[src/rtl/bcd_to_bin_seq.sv]
// Sequential BCD-to-binary converter using reverse double-dabble.
// Start/Done handshake, invalid digits flagged on Error.
module bcd_to_bin_seq #(
    parameter int DIGITS = 2,
    parameter int BW     = 7
) (
    input  logic                  Clock,
    input  logic                  Reset,
    input  logic                  Start,
    input  logic [4*DIGITS-1:0]   BCD_In,
    output logic                  Busy,
    output logic                  Done,
    output logic [BW-1:0]         Bin_Out,
    output logic                  Error
);

    localparam int W  = 4 * DIGITS;
    localparam int CW = $clog2(W + 1);

    typedef enum logic [1:0] {
        IDLE  = 2'd0,
        SHIFT = 2'd1,
        DONE  = 2'd2
    } state_t;

    state_t          state;
    state_t          next_state;
    logic [W-1:0]    dig_q;
    logic [W-1:0]    bin_q;
    logic [CW-1:0]   cnt_q;
    logic [W-1:0]    dig_tmp;
    logic [W-1:0]    dig_sh;
    logic [W-1:0]    bin_sh;
    logic            bad;
    logic            last;

    // Flag any input digit above 9
    always_comb begin
        bad = 1'b0;
        for (int i = 0; i < DIGITS; i++) begin
            if (BCD_In[4*i +: 4] > 4'd9) begin
                bad = 1'b1;
            end
        end
    end

    // One reverse double-dabble step: shift right, then correct digits >= 8
    always_comb begin
        bin_sh  = {dig_q[0], bin_q[W-1:1]};
        dig_tmp = {1'b0, dig_q[W-1:1]};
        dig_sh  = dig_tmp;
        for (int i = 0; i < DIGITS; i++) begin
            if (dig_tmp[4*i +: 4] >= 4'd8) begin
                dig_sh[4*i +: 4] = dig_tmp[4*i +: 4] - 4'd3;
            end
        end
    end

    assign last = (cnt_q == CW'(W - 1));
    assign Busy = (state == SHIFT);
    assign Done = (state == DONE);

    // State register
    always_ff @(posedge Clock or posedge Reset) begin
        if (Reset) begin
            state <= IDLE;
        end else begin
            state <= next_state;
        end
    end

    // Next-state logic
    always_comb begin
        next_state = state;
        unique case (state)
            IDLE: begin
                if (Start) begin
                    next_state = bad ? DONE : SHIFT;
                end
            end
            SHIFT: begin
                if (last) begin
                    next_state = DONE;
                end
            end
            DONE: begin
                next_state = IDLE;
            end
            default: begin
                next_state = IDLE;
            end
        endcase
    end

    // Datapath: capture on accept, iterate in SHIFT, publish result on exit
    always_ff @(posedge Clock or posedge Reset) begin
        if (Reset) begin
            dig_q   <= '0;
            bin_q   <= '0;
            cnt_q   <= '0;
            Bin_Out <= '0;
            Error   <= 1'b0;
        end else begin
            unique case (state)
                IDLE: begin
                    if (Start) begin
                        if (bad) begin
                            Error   <= 1'b1;
                            Bin_Out <= '0;
                        end else begin
                            Error <= 1'b0;
                            dig_q <= BCD_In;
                            bin_q <= '0;
                            cnt_q <= '0;
                        end
                    end
                end
                SHIFT: begin
                    dig_q <= dig_sh;
                    bin_q <= bin_sh;
                    cnt_q <= cnt_q + 1'b1;
                    if (last) begin
                        Bin_Out <= BW'(bin_sh);
                    end
                end
                default: begin
                end
            endcase
        end
    end

endmodule

[config.mk]
export PLATFORM = sky130hd
export DESIGN_NAME = bcd_to_bin_seq
export DESIGN_NICKNAME = d
export VERILOG_FILES = /design/src/rtl/bcd_to_bin_seq.sv
export SDC_FILE = /design/constraint.sdc
export NUM_CORES = 1
export LEC_CHECK = 0
export BUFFER_PORTS_ARGS = -buffer_cell sky130_fd_sc_hd__buf_2
export CAP_MARGIN = 0
export CORE_MARGIN = 2
export CORE_UTILIZATION = 40
export CTS_BUF_LIST = sky130_fd_sc_hd__clkbuf_8
export DETAILED_ROUTE_END_ITERATION = 10
export PLACE_DENSITY = 0.59
export SLEW_MARGIN = 20
export SYNTH_ARGS = -nofsm -noshare
export SYNTH_HDL_FRONTEND = slang
export SYNTH_SLANG_ARGS = --single-unit
[constraint.sdc]
create_clock -name Clock -period 1.4 [get_ports Clock]
set_input_delay 0.28 -clock Clock [delete_from_list [all_inputs] [get_ports Clock]]
set_output_delay 0.28 -clock Clock [all_outputs]
set_load 0.1 [all_outputs]
**Word-level counts from Yosys, hierarchy flattened**

Index checks and enable logic that the tools add are counted.

- Input port bits: 11
- Flip-flop bits (word level): 30
- Output and inout port bits: 10

- Muxes and demuxes: 21
- Reductions and logical operators: 6
- Add/sub/neg operators: 2
- Equal/unequal tests: 7
- Magnitude comparators: 3

Operators with widths:

| operator | count |
|---|---|
| $mux W8 | 4 |
| $pmux W8 S2 | 2 |
| $mux W7 | 3 |
| $pmux W7 S2 | 1 |
| $mux W4 | 3 |
| $gt A4 B4 Y1 const B | 2 |
| $pmux W4 S2 | 1 |
| $mux W2 | 3 |
| $ne A2 B2 Y1 const B | 3 |
| $add A4 B1 Y4 const B | 1 |
| $eq A4 B3 Y1 const B | 1 |
| $ge A4 B4 Y1 const B | 1 |
| $pmux W2 S2 | 1 |
| $reduce_and A2 Y1 | 2 |
| $reduce_and A4 Y1 | 1 |
| $sub A4 B2 Y4 const B | 1 |
| $mux W1 | 3 |
| $reduce_and A3 Y1 | 1 |
| $eq A2 B1 Y1 const B | 1 |
| $eq A2 B2 Y1 const B | 1 |
| $logic_not A2 Y1 | 1 |
| $ne A2 B1 Y1 const B | 1 |
| $reduce_bool A2 Y1 | 1 |

**Depth between registers and ports, before layout**

Gate-level depths: netlist (run 1).

- Depth after elaboration: 6
- Depth in mapped cells: 7

**Worst setup path before layout (run 1)**

Ideal clock, no wire load.

- Path type: register to output
- From: register state[1]
- To: output Done
- Path buffers: 1
- Slack: -714 ps
- Stages on the path, launching flop included: 3
- Arrival time: 1834 ps
- Data required time: 1120 ps
- Cells stage by stage: dfrtp_1 -> buf_6 -> nor2b_1

- Cells in the longest elaborated chain, start to end: 1

RTL lines:

| element | RTL line | text |
|---|---|---|
| from (decl) | 26 | `state_t state;` |
| from (signal assigned) | 68 | `state <= next_state;` |
| $eq A2 B2 Y1 | 61 | `assign Done = (state == DONE);` |
| to (decl) | 12 | `output logic Done,` |

Every way passes these cells.

**Final worst setup path (run 1)**

Same ends and word-level chain as after synthesis.

==> results of run 1 <==
critical path: stages, from the launching register on:
cell and delay (ns):
dfrtp_1 0.38, buf_6 0.13, buf_6 0.11, nor2b_4 0.12, buf_12 0.16
metal layers:
metal	global-route usage, %	up-vias	wire length, um
met1	23.4	598	1570
met2	27.4	32	1590
li1	-	571	-
met3	5.73	8	160
met4	7.98	0	67
met5	0	-	0
power breakdown:
part / leakage, nW / switching, mW / internal, mW
clock: 0.0439 / 0.329 / 0.342
combinational: 0.472 / 1.14 / 0.889
sequential: 0.375 / 0.241 / 1.15
total: 0.891 / 1.71 / 2.38
state kept, by name, summed over array words and instances (netlist names):
name,count
dig_q,8
bin_q,7
Bin_Out,7
Error,1
cnt_q,4
state,2
cell type report:
| cell class | instances | area (sq um) | area share, % |
|---|---|---|---|
| flip-flops and latches | 29 | 726 | 37.2 |
| well taps | 48 | 60.1 | 3.07 |
| repair buffers | 42 | 310 | 15.9 |
| multi-input cells | 86 | 746 | 38.2 |
| clock inverters | 3 | 17.5 | 0.897 |
| inverters | 6 | 25.0 | 1.28 |
| clock buffers | 5 | 68.8 | 3.52 |
placed cells by master, fill, tap and decap left out, drive strengths merged, types with 2 or more instances in the layout:
master	instances
a22o	10
a22oi	2
a31oi	5
buf	42
clkbuf	5
clkinv	2
dfrtp	29
ha	3
inv	6
mux2	4
nand2	3
nand2b	2
nand3	2
nand4	6
nor2	6
nor2b	3
nor3b	2
o211ai	2
o21a	3
o21ai	9
o2bb2ai	7
o311ai	2
o31ai	5
xnor2	2
worst max-delay path by stage:
stage,slack (ns),cells past startpoint,end,startpoint
final,-0.06,4,Done,state[1]
after detailed placement,-0.003,4,dig_q[2],state[1]
after global routing,-0.09,4,Done,state[1]
after floorplan,0.03,5,dig_q[1],dig_q[1]
after CTS,-0.07,4,Done,state[1]
after global placement,0.03,5,dig_q[1],dig_q[1]
repair_timing:
| item | in CTS | in global routing |
|---|---|---|
| hold buffers | 0 | 0 |
| gates cloned | 0 | 1 |
| setup buffers | 6 | 0 |
| setup endpoints to repair | 3 | 20 |
| pin swaps | 0 | 7 |
| resized for setup | 3 | 11 |
logic make-up (layout without fill, tap and decap cells):
group / after synthesis / after routing / share of synthesized area, %
adder cells (fa/ha/maj): 3 / 3 / 2.53
XOR/XNOR: 2 / 2 / 1.18
multiplexers: 5 / 5 / 3.71
buffers and inverters: 12 / 56 / 5.40
AND/OR/NAND/NOR: 28 / 28 / 12.0
flip-flops: 29 / 29 / 48.9
AO/OA/AOI/OAI: 47 / 48 / 26.3
through the flow:
step / power (mW) / area (sq um) / hold WS [ns] / worst slack [ns]
finish: 4.09 / 1950 / 0.0583 / -0.0568
global route: 4.37 / 1950 / 0.0868 / -0.0939
detailed placement: 3.22 / 1750 / 0.376 / -0.00276
global placement: 3.18 / 1750 / 0.366 / 0.0340
CTS: 4.03 / 1890 / 0.0644 / -0.0682
floorplan: 2.76 / 1490 / 0.358 / 0.0288
==> results.sh, run 1 <==
export IMPL_root_buffer="clkbuf_8"
export IMPL_core_area_sq_um=3610
export IMPL_wl_per_cell_um=15.5
export IMPL_slew_violations=0
export IMPL_globalplace_congestion=0.886
export IMPL_ff2ff_path_depth=5
export IMPL_die_area_sq_um=4210
export IMPL_ant_nets=0
export IMPL_crit_required_ns=1.12
export IMPL_clk_latency_ns=0.29
export IMPL_cts_sinks=29
export IMPL_yosysWarnings=0
export IMPL_antenna_cells=0
export IMPL_tightest_slew_ns=0.488
export IMPL_synth_edf_count=0
export IMPL_synthArstFlopShare_pct=100
export IMPL_rsz0062_at_grt="yes"
export IMPL_r2r_start="state[1]"
export IMPL_fin_util_pct=54.2
export IMPL_clock_fmax_mhz=686
export IMPL_syn_inst=126
export IMPL_synthTopCellsByCount="29 x dfrtp_1, 10 x a22o_1, 7 x o21ai_0, 7 x o2bb2ai_1, 6 x nand4_1"
export IMPL_leakagePower_nw=0.891
export IMPL_drv_cap=0
export IMPL_clk_path_buf_depth=2
export IMPL_failed_checks="setup timing"
export IMPL_peakVddDrop_mv=1.02
export IMPL_die_x_um=64.9
export IMPL_critPathCaptureType="output pin"
export IMPL_outcome="finished with violations"
export IMPL_power_density_nw_per_um2=2090
export IMPL_viasPerCell=5.52
export IMPL_finalWorstSetupSlack_ns=-0.0568
export IMPL_layout_nets=184
export IMPL_htreeDepth=2
export IMPL_first_pass_iters=4
export IMPL_clk_pin_slew_worst_paths_ns=0.06
export IMPL_min_period_ns=1.46
export IMPL_hold_violations=0
export IMPL_grt_pass1_wl_um=5690
export IMPL_grt_overflow_total=0
export IMPL_ys_seq_area_share_pct=48.9
export IMPL_die_h_um=64.9
export IMPL_startpoint_type="flop"
export IMPL_yosys_register_bits=29
export IMPL_setup_violations=3
export IMPL_grt_antenna_before_repair=0
export IMPL_finalCritPeriodShare_pct=104
export IMPL_ys_flop_type="dfrtp_1"
export IMPL_ff2ff_setup_slack_ns=-0.01
export IMPL_syn_area_sq_um=1480
export IMPL_setup_tns_ns=-0.0792
export IMPL_synth_distinct_cells=37
export IMPL_synth_top_area_share_pct=48.9
export IMPL_dpl_cell_count=204
export IMPL_ios=21
export IMPL_relSlewSlack_pct=67.7
export IMPL_synth_nets=140
export IMPL_synth_avg_cell_area_sq_um=11.8
export IMPL_vias=1209
export IMPL_synth_area_top_cells="dfrtp_1 49%, a22o_1 5.9%, o2bb2ai_1 4.1%, buf_6 3.0%, mux2_2 3.0%"
export IMPL_drt_total_wl_um=3390
export IMPL_worstPathArrival_ns=1.18
export IMPL_port_buffers=20
export IMPL_synthMostInstantiatedCell="dfrtp_1"
export IMPL_r2r_end="cnt_q[0]"
export IMPL_clock_skew_ns=0.00567
export IMPL_finalNonFillerCells=219
export IMPL_synth_area_leader_cell="dfrtp_1"
export IMPL_areaGrowthSynthToFinish_pct=31.6
export IMPL_cp_max_fo=4
export IMPL_drc=0
export IMPL_grt_max_degree=30
export IMPL_fp_row_count=22
export IMPL_start_util_pct=41.2
export IMPL_drive_above_1_share_pct=40.4
export IMPL_crit_type="reg -> out"
export IMPL_hpwl_um=2240
export IMPL_grt_total_usage_pct=18.0
export IMPL_drtIter0Drc=64
export IMPL_cts_made_buffers=5
export IMPL_hold_class="in -> async"
export IMPL_cts_tree="built"
export IMPL_num_fill_cells=316
export IMPL_grt_pass1_vias=1164
No activity file was read; power rests on OpenSTA's default activity.
==> run 2: changes to the inputs <==
Settings changed: SKIP_CTS_REPAIR_TIMING from default to 1.
==> results.sh, run 2 (synthesis results as in run 1) <==
export IMPL_outcome="finished with violations"
export IMPL_failed_checks="setup timing"
export IMPL_layout_commonest_cell="dfrtp_1"
export IMPL_grtUsageMet3_pct=6.08
export IMPL_grt_pass1_vias=1134
export IMPL_critPathCaptureType="output pin"
export IMPL_clk_pin_slew_worst_paths_ns=0.06
export IMPL_grt_total_usage_pct=17.4
export IMPL_wl_per_cell_um=15.0
export IMPL_multi_input_comb_area_sq_um=733
export IMPL_reg_top3="dig_q: 8 flops, Bin_Out: 7 flops, bin_q: 7 flops"
export IMPL_die_x_um=64.9
export IMPL_slew_violations=0
export IMPL_globalplace_congestion=0.886
export IMPL_clock_fmax_mhz=679
export IMPL_ant_nets=0
export IMPL_busiest_layer="met2"
export IMPL_core_area_sq_um=3610
export IMPL_final_cell_area_sq_um=1940
export IMPL_drive_above_1_share_pct=40.8
export IMPL_placed_area_sq_um=1750
export IMPL_power_density_nw_per_um2=2110
export IMPL_ff2ff_setup_slack_ns=0.01
export IMPL_worst_path_buf_inv=2
export IMPL_grt_util_met1_pct=22.5
export IMPL_startpoint_type="flop"
export IMPL_clk_latency_ns=0.28
export IMPL_crit_required_ns=1.12
export IMPL_grt_max_degree=30
export IMPL_tightest_slew_ns=0.488
export IMPL_crit_chain="buf_6 -> nor2b_4 -> buf_12"
export IMPL_ios=21
export IMPL_top_register="dig_q"
export IMPL_cts_made_buffers=5
export IMPL_finalWorstSetupSlack_ns=-0.0721
export IMPL_drtIter0Drc=64
export IMPL_htreeDepth=2
export IMPL_antenna_cells=0
export IMPL_grt_antenna_before_repair=0
export IMPL_drt_total_wl_um=3260
export IMPL_worstPathArrival_ns=1.19
export IMPL_hold_class="in -> async"
export IMPL_hpwl_um=2240
export IMPL_start_util_pct=41.2
export IMPL_vias=1182
export IMPL_clock_skew_ns=0.00509
export IMPL_port_buffers=20
export IMPL_crit_type="reg -> out"
export IMPL_finalNonFillerCells=217
export IMPL_peakVddDrop_mv=1.01
export IMPL_min_period_ns=1.47
export IMPL_cts_tree="built"
export IMPL_finalCritPeriodShare_pct=105
export IMPL_slowest_delay_ns=0.45
export IMPL_leakagePower_nw=0.891
export IMPL_cp_top_family="flip-flops"
export IMPL_largest_register_ff_count=8
export IMPL_hold_violations=0
export IMPL_die_h_um=64.9
export IMPL_final_cell_mix="28 x dfrtp_1, 18 x buf_2, 18 x buf_4, 10 x a22o_1, 6 x nand4_1"
export IMPL_fin_util_pct=53.8
export IMPL_setup_violations=1
export IMPL_crit_slowest_cell="dfrtp_2"
export IMPL_drv_cap=0
export IMPL_first_pass_iters=4
export IMPL_clk_path_buf_depth=2
export IMPL_die_area_sq_um=4210
export IMPL_layout_nets=182
export IMPL_num_fill_cells=316
export IMPL_rsz0062_at_grt="yes"
export IMPL_fp_row_count=22
export IMPL_grtUsageMet2_pct=26.0
export IMPL_relSlewSlack_pct=67.7
export IMPL_drc=0
export IMPL_areaGrowthSynthToFinish_pct=30.8
export IMPL_cts_sinks=29
export IMPL_viasPerCell=5.45
export IMPL_grt_overflow_total=0
export IMPL_grt_pass1_wl_um=5510
export IMPL_register_area_sq_um=727
export IMPL_root_buffer="clkbuf_8"
export IMPL_cp_max_fo=7
export IMPL_dpl_cell_count=204
-- run 2: through the flow --
stage / hold slack, ns / total power [mW] / setup TNS [ns] / worst slack [ns]
after CTS: 0.0644 / 3.91 / -0.308 / -0.164
final: 0.0607 / 4.09 / -0.0721 / -0.0721
after floorplan: 0.358 / 2.76 / 0 / 0.0288
after global routing: 0.0877 / 4.38 / -0.517 / -0.106
after detailed placement: 0.376 / 3.22 / -0.00276 / -0.00276
after global placement: 0.366 / 3.18 / 0 / 0.0340
-- run 2: worst paths after layout --
kind	start	cells after the start	endpoint
worst max-delay path	state[0]	3	Done
worst min-delay path	Reset	3	Error
worst max register to register	state[1]	5	state[1]
worst min register to register	Error	1	Error
max in group asynchronous	Reset	3	state[0]
min in group Clock	BCD_In[4]	3	dig_q[4]
-- run 2: where the power goes --
part | total, mW | switching (mW) | leakage [nW] | internal [mW]
Sequential | 1.41 | 0.258 | 0.374 | 1.15
Combinational | 2.02 | 1.12 | 0.472 | 0.893
Clock | 0.665 | 0.323 | 0.0439 | 0.342
-- run 2: final cells by class --
type                       count  area share [%]
clock buffer                   5            3.55
tap                           48            3.09
inverter                       6            1.81
timing repair buffer          41            15.4
clock inverter                 3           0.903
multi-input combinational     85            37.8
sequential                    29            37.5
-- run 2: layer usage --
layer / routed length (um) / vias up / part of all wire, %
met4: 53 / 0 / 1.6
met1: 1520 / 582 / 47
met3: 153 / 5 / 4.7
met2: 1530 / 29 / 47
li1: - / 566 / -
met5: 0 / - / 0
-- run 2: worst min-delay path, stage by stage --
cell	delay (ns)
buf_2	0.09
inv_1	0.04
buf_4	0.34
==> run 3: changes to the inputs <==
Settings changed: CORE_UTILIZATION 40 to 53, PLACE_DENSITY 0.59 to 0.84.
==> results.sh, run 3 (synthesis results as in run 1) <==
export IMPL_critPathCaptureType="output pin"
export IMPL_power_density_nw_per_um2=2180
export IMPL_hold_class="in -> async"
export IMPL_hold_violations=0
export IMPL_die_area_sq_um=3240
export IMPL_r2r_end="state[1]"
export IMPL_setup_violations=4
export IMPL_peakVddDrop_mv=1.51
export IMPL_worstPathArrival_ns=1.17
export IMPL_die_x_um=56.9
export IMPL_largest_register_ff_count=8
export IMPL_vias=1205
export IMPL_ant_nets=0
export IMPL_startpoint_type="flop"
export IMPL_failed_checks="setup timing"
export IMPL_port_buffers=20
export IMPL_min_period_ns=1.45
export IMPL_first_pass_iters=6
export IMPL_grt_pass1_wl_um=5490
export IMPL_finalWorstSetupSlack_ns=-0.0457
export IMPL_drv_cap=0
export IMPL_crit_chain="buf_6 -> nor2b_4 -> buf_12"
export IMPL_tightest_slew_ns=0.492
export IMPL_r2r_start="state[1]"
export IMPL_clock_fmax_mhz=692
export IMPL_leakagePower_nw=0.904
export IMPL_hpwl_um=2310
export IMPL_slowest_delay_ns=0.41
export IMPL_drtIter0Drc=42
export IMPL_fin_util_pct=71.8
export IMPL_cts_sinks=29
export IMPL_grt_overflow_total=0
export IMPL_grt_pass1_vias=1174
export IMPL_final_cell_area_sq_um=1950
export IMPL_clk_latency_ns=0.28
export IMPL_worst_path_buf_inv=2
export IMPL_cts_made_buffers=5
export IMPL_rsz0062_at_grt="yes"
export IMPL_drive_above_1_share_pct=42.7
export IMPL_setup_worst_path_end="Done"
export IMPL_ios=21
export IMPL_crit_type="reg -> out"
export IMPL_root_buffer="clkbuf_8"
export IMPL_cts_tree="built"
export IMPL_relSlewSlack_pct=67.4
export IMPL_cp_max_fo=5
export IMPL_ff2ff_path_depth=4
export IMPL_start_util_pct=54.8
export IMPL_cp_top_family="flip-flops"
export IMPL_reg_top3="dig_q: 8 flops, Bin_Out: 7 flops, bin_q: 7 flops"
export IMPL_ff2ff_setup_slack_ns=-0.02
export IMPL_wl_per_cell_um=17.6
export IMPL_viasPerCell=5.97
export IMPL_slew_violations=0
export IMPL_grt_total_usage_pct=22.5
export IMPL_clk_path_buf_depth=2
export IMPL_globalplace_congestion=0.816
export IMPL_drt_total_wl_um=3560
export IMPL_path_depth=3
export IMPL_outcome="finished with violations"
export IMPL_top_register="dig_q"
export IMPL_die_h_um=56.9
export IMPL_htreeDepth=2
export IMPL_num_fill_cells=193
export IMPL_layout_commonest_cell="dfrtp_1"
export IMPL_startpoint="state[1]"
export IMPL_core_area_sq_um=2710
export IMPL_drc=0
export IMPL_layout_nets=184
export IMPL_final_cell_mix="27 x dfrtp_1, 20 x buf_4, 18 x buf_2, 10 x a22o_1"
export IMPL_fp_row_count=19
export IMPL_finalCritPeriodShare_pct=103
export IMPL_antenna_cells=0
export IMPL_clk_pin_slew_worst_paths_ns=0.06
export IMPL_clock_skew_ns=0.00547
export IMPL_placed_area_sq_um=1700
export IMPL_crit_slowest_cell="dfrtp_2"
export IMPL_crit_required_ns=1.12
export IMPL_grt_max_degree=30
export IMPL_grt_antenna_before_repair=0
export IMPL_areaGrowthSynthToFinish_pct=31.2
[run 3: layer usage]
| layer | vias to the layer above | wire (um) | track usage (%) |
|---|---|---|---|
| li1 | 568 | - | - |
| met1 | 606 | 1580 | 29.8 |
| met2 | 24 | 1810 | 34.8 |
| met3 | 7 | 119 | 6.68 |
| met4 | 0 | 51 | 9.30 |
| met5 | - | 0 | 0 |
[run 3: tightest hold or removal path, delay by kind of cell]
kind | cells | cell delay [ns]
buffers and inverters | 3 | 0.48
[run 3: through the flow]
stage | std cells | total power [mW] | worst slack [ns] | setup TNS, ns | hold slack, ns
after floorplan | 126 | 2.76 | 0.0288 | 0 | 0.358
after global placement | 184 | 3.11 | 0.0216 | 0 | 0.355
after detailed placement | 184 | 3.21 | 0.00490 | 0 | 0.371
after CTS | 192 | 3.87 | -0.184 | -0.357 | 0.0693
after global routing | 202 | 4.48 | -0.110 | -0.574 | 0.0980
final | 202 | 4.24 | -0.0457 | -0.106 | 0.0623
[run 3: cell type report]
type	count	area, sq um	area share (%)
clock inverter	3	13.8	0.707
tap	31	38.8	1.99
timing repair buffer	43	323	16.6
sequential	29	728	37.4
clock buffer	5	68.8	3.53
inverter	6	30.0	1.54
multi-input combinational	85	744	38.2
[run 3: worst min path at each step]
stage / start / end / slack (ns) / cells after the start
floorplan: Reset / Bin_Out[0] / 0.36 / 1
global placement: Reset / dig_q[4] / 0.36 / 3
detailed placement: Reset / dig_q[4] / 0.37 / 3
CTS: Reset / Error / 0.07 / 3
global route: Reset / dig_q[3] / 0.1 / 3
finish: Reset / dig_q[4] / 0.06 / 3
[run 3: power breakdown]
group | switching [mW] | internal [mW]
combinational | 1.20 | 0.959
sequential | 0.275 | 1.15
clock | 0.320 | 0.336
total | 1.80 | 2.44
